### src/rtl/serial_tc_pkg.sv
// Shared definitions for the serial two's-complement negator: counter width
// helper and the per-lane mode encoding.
package serial_tc_pkg;

   localparam logic MODE_PASS = 1'b0;
   localparam logic MODE_NEG  = 1'b1;

   // Width of a counter spanning 0..width-1, never narrower than one bit.
   function automatic int CNT_W(input int width);
      return (width > 2) ? $clog2(width) : 1;
   endfunction

endpackage

### src/rtl/serial_tc_lane.sv
// One serial lane: copy bits through the first 1, then invert later bits
// when the word's mode is negate. Overflow detection (most-negative word)
// is built only when SERIAL_TC_OVF_EN is defined; otherwise o_ovf is 0.
module serial_tc_lane
   import serial_tc_pkg::*;
(
   input  logic clk,
   input  logic r_n,
   input  logic i_valid,
   input  logic i_first,
   input  logic i_last,
   input  logic i_in_bit,
   input  logic i_neg_en,
   output logic o_out_bit,
   output logic o_ovf
);

   logic r_mode;
   logic r_seen_one;
   logic r_out_bit;
   logic w_eff_neg;
   logic w_seen_eff;
   logic w_out_next;

   // Bit 0 uses the live mode input; later bits use the mode latched at bit 0.
   assign w_eff_neg  = i_first ? i_neg_en : (r_mode == MODE_NEG);
   assign w_seen_eff = i_first ? 1'b0 : r_seen_one;
   assign w_out_next = i_in_bit ^ (w_eff_neg & w_seen_eff);

   // Mode and seen-one tracking advance only on accepted bits.
   always_ff @(posedge clk) begin
      if (!r_n) begin
         r_mode     <= MODE_PASS;
         r_seen_one <= 1'b0;
         r_out_bit  <= 1'b0;
      end else begin
         r_out_bit <= i_valid & w_out_next;
         if (i_valid) begin
            r_seen_one <= w_seen_eff | i_in_bit;
            if (i_first)
               r_mode <= i_neg_en ? MODE_NEG : MODE_PASS;
         end
      end
   end

   assign o_out_bit = r_out_bit;

`ifdef SERIAL_TC_OVF_EN
   logic r_all_zero;
   logic r_ovf;
   logic w_zero_eff;

   assign w_zero_eff = i_first | r_all_zero;

   // all_zero covers bits 0..WIDTH-2; ovf fires on a negated 100..0 word.
   always_ff @(posedge clk) begin
      if (!r_n) begin
         r_all_zero <= 1'b0;
         r_ovf      <= 1'b0;
      end else begin
         r_ovf <= i_valid & i_last & w_eff_neg & w_zero_eff & i_in_bit;
         if (i_valid)
            r_all_zero <= w_zero_eff & ~i_in_bit;
      end
   end

   assign o_ovf = r_ovf;
`else
   logic w_unused_last;
   assign w_unused_last = i_last;
   assign o_ovf         = 1'b0;
`endif

endmodule

### src/rtl/serial_twos_comp_mc.sv
// Multi-lane, word-framed, LSB-first serial two's-complement negator.
// Owns the shared bit counter and framing outputs; per-lane datapath lives
// in serial_tc_lane. Optional overflow flag: SERIAL_TC_OVF_EN.
module serial_twos_comp_mc
   import serial_tc_pkg::*;
#(
   parameter int WIDTH    = 8,
   parameter int CHANNELS = 1
) (
   input  logic                clk,
   input  logic                r_n,
   input  logic                in_valid,
   input  logic [CHANNELS-1:0] in_bit,
   input  logic [CHANNELS-1:0] neg_en,
   output logic                out_valid,
   output logic [CHANNELS-1:0] out_bit,
   output logic                out_last,
   output logic [CHANNELS-1:0] ovf
);

   localparam int CW = CNT_W(WIDTH);

   logic [CW-1:0] r_cnt;
   logic          r_out_valid;
   logic          r_out_last;
   logic          w_first;
   logic          w_last;

   assign w_first = (r_cnt == '0);
   assign w_last  = (r_cnt == CW'(WIDTH - 1));

   // Shared bit counter and registered framing; stalls hold the counter.
   always_ff @(posedge clk) begin
      if (!r_n) begin
         r_cnt       <= '0;
         r_out_valid <= 1'b0;
         r_out_last  <= 1'b0;
      end else begin
         r_out_valid <= in_valid;
         r_out_last  <= in_valid & w_last;
         if (in_valid)
            r_cnt <= w_last ? '0 : r_cnt + CW'(1);
      end
   end

   assign out_valid = r_out_valid;
   assign out_last  = r_out_last;

   for (genvar g = 0; g < CHANNELS; g++) begin : g_lane
      serial_tc_lane u_lane (
         .clk       (clk),
         .r_n       (r_n),
         .i_valid   (in_valid),
         .i_first   (w_first),
         .i_last    (w_last),
         .i_in_bit  (in_bit[g]),
         .i_neg_en  (neg_en[g]),
         .o_out_bit (out_bit[g]),
         .o_ovf     (ovf[g])
      );
   end

endmodule

### config.mk
export PLATFORM = sky130hd
export DESIGN_NAME = serial_twos_comp_mc
export DESIGN_NICKNAME = d
export VERILOG_FILES = /design/src/rtl/serial_tc_pkg.sv /design/src/rtl/serial_tc_lane.sv /design/src/rtl/serial_twos_comp_mc.sv
export SDC_FILE = /design/constraint.sdc
export NUM_CORES = 1
export LEC_CHECK = 0
export ABC_AREA = 1
export CORE_AREA = 2 2 39 41
export DETAILED_ROUTE_END_ITERATION = 12
export DIE_AREA = 0 0 41 43
export GPL_TIMING_DRIVEN = 0
export PLACE_DENSITY_LB_ADDON = 0.12
export SYNTH_ARGS = -nofsm -noshare
export SYNTH_HDL_FRONTEND = slang
export SYNTH_SLANG_ARGS = --single-unit
### constraint.sdc
create_clock -name clk -period 1.7 [get_ports clk]
set_clock_uncertainty 0.2 [all_clocks]
set_input_delay 0.51 -clock clk [delete_from_list [all_inputs] [get_ports clk]]
set_output_delay 0.51 -clock clk [all_outputs]
set_load 0.05 [all_outputs]
Word-level counts from Yosys, hierarchy flattened
Index checks and enable logic that the tools add are counted.
Widths: inputs -> output; s select.
Storage, ports and cells
  register bits after elaboration: 8
  bits of input ports: 5
  word-level logic and storage cells: 19
Cells by class
  add/subtract/negate cells: 1
  equal/unequal tests: 1
  muxes and demuxes: 4
  bitwise operators: 5
  reductions and logical operators: 2
Operator list (number)
  $add 3x1->3 const B: 1
  $and 1x1->1: 3
  $eq 3x3->1 const B: 1
  $logic_not 3->1: 1
  $mux 1: 3
  $mux 3: 1
  $reduce_and 2->1: 1
  $or 1x1->1: 1
  $xor 1x1->1: 1

Longest topological paths before layout
Gate-level depths: netlist (run 1).
  depth after elaboration: 5
  gate-level depth with buffers: 7
  mapped depth without buffers: 7

Modules after synthesis
From an unflattened synthesis (run 1), not the netlist that was laid out.
Unflattened totals
  cell total of the unflattened synthesis: 48
  area, all modules: 354.1 µm²
Modules (own cells, without submodules)
  serial_twos_comp_mc: instances 1, cells each 27, area each 216.5 µm², sequential area each 100.1 µm²
  serial_tc_lane: instances 1, cells each 21, area each 137.6 µm², sequential area each 60.1 µm²

Worst setup path before layout (run 1)
OpenSTA, ideal clock, no wires.
  kind: reg-to-output
  from: reg g_lane[0].u_lane.r_out_bit
  to: out out_bit
  arrival time: 587 ps
  data required time: 990 ps
  slack: 403 ps
  stages on the path, launching flop included: 1
  path buffers: 0
  path through: dfxtp_1
RTL lines
  start: declaration: line serial_tc_lane.sv:20  | logic r_out_bit;
  start signal: assignment: line serial_tc_lane.sv:37  | r_out_bit <= i_valid & w_out_next;
  end: declaration: line serial_twos_comp_mc.sv:16  | output logic [CHANNELS-1:0] out_bit,
No word-level cell between the ends.

Worst setup path after layout (run 1)
  from: reg r_out_last, in the netlist out_last
  to: out out_last
RTL lines
  start: declaration: line serial_twos_comp_mc.sv:25  | logic r_out_last;
  start signal: assignment: line serial_twos_comp_mc.sv:40  | r_out_last <= in_valid & w_last;
  end: declaration: line serial_twos_comp_mc.sv:17  | output logic out_last,
No word-level cell between the ends.

==> results.cfg, run 1 <==
[clock_network]
clk_latency_ns = 0.26
numClockSinks = 8
path_clk_slew_ns = 0.06
cts_made_buffers = 3
clock_path_buffers = 2
cts_root_buffer = clkbuf_4
postCtsSetupBuffers = 0
h-tree-depth = 1
cts_tree = yes

[final_layout]
layoutNonFillerInstCount = 69
num_antenna_cells = 0
fill_cells = 162
final_cell_area_um2 = 462
syn_to_final_growth_pct = 33.7
final_nets = 63
drive_gt1_frac = 0.208
ff_latch_area_um2 = 160
multi_input_area_um2 = 146

[placed_design]
dpl.hpwl_um = 446
post-place-cells = 66
place_congestion = 0.621
place_area_um2 = 435
portBuffers = 7
pre_cts_slack_ns = -0.0940

[setup_path]
cp_max_fo = 1
crit_slowest_cell = clkdlybuf4s15_2
critPathCaptureType = output pin
cp_num_buf_inv = 1
path_cells = clkdlybuf4s15_2
cp_slowest_stage_delay_ns = 0.36
cp-start-kind = flip-flop
cp.required_ns = 0.99
crit_type = reg2out
ff2ff_setup_slack_ns = 0.41
cp.arrival_ns = 0.91
critical-path-top-delay-family = buffers and inverters

[timing]
fin_crit_sh = 0.955
hold_viol = 0
layout_setup_ws_ns = 0.0762
setup_tns_ns = 0
maxSlewViolCount = 0
clock.fmax_ghz = 0.616
rsz0062_at_grt = no
setup_viol = 0
layout_min_cycle_time_ns = 1.62

[yosys]
synth-warning-count = 0
syn_area_um2 = 345
ys_ff_latch = 8
synth_nets = 51
synth_cell_type_count = 17
seq_area_frac_synth = 0.464
synth.avg_cell_area_um2 = 8.03
syn_inst = 43

[global_route]
grt_max_degree = 7
grt_pass1_vias = 245
grt_first_pass_wirelength_um = 917
grt_overflow_total = 0
globalRouteTotalUtil = 0.0815
antenna_found_initial = 0

[detailed_routing]
first_iter_violations = 2
firstDrtPassIters = 4
via_per_inst = 4.12
wl_per_cell_um = 8.38
drt_wl_total_um = 578
postRouteAntennaNets = 0
drc_errors = 0
vias = 284

[worst_hold_path]
worstHoldPathType = reg2reg

[floorplan]
core_um2 = 1380
start_util = 0.250
die-area_um2 = 1760
die_x_um = 41
rows = 14
die_h_um = 43
io-pin-count = 9

[power]
p_total_uw = 417
max-vdd-ir-drop_uv = 341
power.density_nw_per_um2 = 903
p_leak_uw = 0.000213

[outcome]
status = finished clean

[flow_run]
maxCapViolCount = 0
power breakdown:
group | internal (µW) | total (µW) | leakage (µW) | switching [µW]
clock | 81.0 | 149 | 0.0000138 | 68.1
sequential | 199 | 205 | 0.0000660 | 5.48
combinational | 25.8 | 63.1 | 0.000134 | 37.2
placed cells by master (no fill, tap or decap), types with 2 or more instances in the layout:
cell / synthesis / final
o21ai_0: 3 / 3
nand3_1: 2 / 2
ha_1: 3 / 3
clkbuf_4: 0 / 3
nand2_1: 6 / 6
clkdlybuf4s50_1: 0 / 4
dfxtp_1: 8 / 8
clkdlybuf4s15_2: 0 / 3
inv_1: 6 / 6
a21oi_1: 3 / 3
nor2_1: 3 / 3
worst paths after layout:
check / from / end / cells after the start
setup / recovery: out_last / out_last / 1
hold / removal: g_lane[0].u_lane.r_mode / g_lane[0].u_lane.r_mode / 2
setup reg to reg: r_cnt[0] / r_cnt[2] / 4
hold reg to reg: g_lane[0].u_lane.r_mode / g_lane[0].u_lane.r_mode / 2
flip-flops by register name, indices dropped and copies added (netlist names):
register	cells
g_lane.u_lane.o_out_bit	1
out_last	1
g_lane.u_lane.r_seen_one	1
r_cnt	3
g_lane.u_lane.r_mode	1
out_valid	1
kinds of logic after synthesis:
group | count (synthesis) | share of synthesized area
AOI/OAI and AO/OA | 8 | 0.123
adders and majority gates | 3 | 0.109
buffers and inverters | 9 | 0.112
DFF | 8 | 0.464
other | 1 | 0.0109
and+or+nand+nor | 14 | 0.181
area by class of cell:
cell class,instances,share of cell area
clock buffers,3,0.0488
multi-input cells,26,0.317
well taps,16,0.0434
plain buffers,1,0.0163
repair buffers,7,0.160
inverters,8,0.0678
flip-flops and latches,8,0.347
routing by layer:
metal	track usage	share of wire
met1	0.0971	0.51
met2	0.103	0.44
met3	0.0471	0.052
met4	0.0600	0
met5	0	0
synthesized netlist by cell type (all sizes together):
master,instances,share of area
a21oi,3,0.043
dfxtp,8,0.46
nand3,2,0.029
nand2,7,0.083
a21boi,1,0.022
clkinv,1,0.014
o21ai,4,0.058
nand4,1,0.018
ha,3,0.11
buf,1,0.022
nor2,4,0.051
inv,7,0.076
conb,1,0.011
metrics by stage:
stage               utilization  hold WS (ns)
global route              0.334         0.292
global placement          0.315         0.264
finish                    0.334         0.268
detailed placement        0.315         0.267
floorplan                     -         0.239
CTS                       0.334         0.277
what timing repair did:
action                     4_1_cts  5_1_grt
setup endpoints to repair        3        0
hold buffers                     0        0
gates resized for setup          9        0
Power figures use the tool's default switching activity.
==> inputs of run 2 (changes only) <==
--- a/config.mk
+++ b/config.mk
@@ -7,6 +7,7 @@
 export LEC_CHECK = 0
 export ABC_AREA = 1
 export CORE_AREA = 2 2 39 41
+export CTS_CLUSTER_SIZE = 10
 export DETAILED_ROUTE_END_ITERATION = 12
 export DIE_AREA = 0 0 41 43
 export GPL_TIMING_DRIVEN = 0
==> results of run 2 <==
The final DEF is identical to that of run 1; final timing and power are the same.
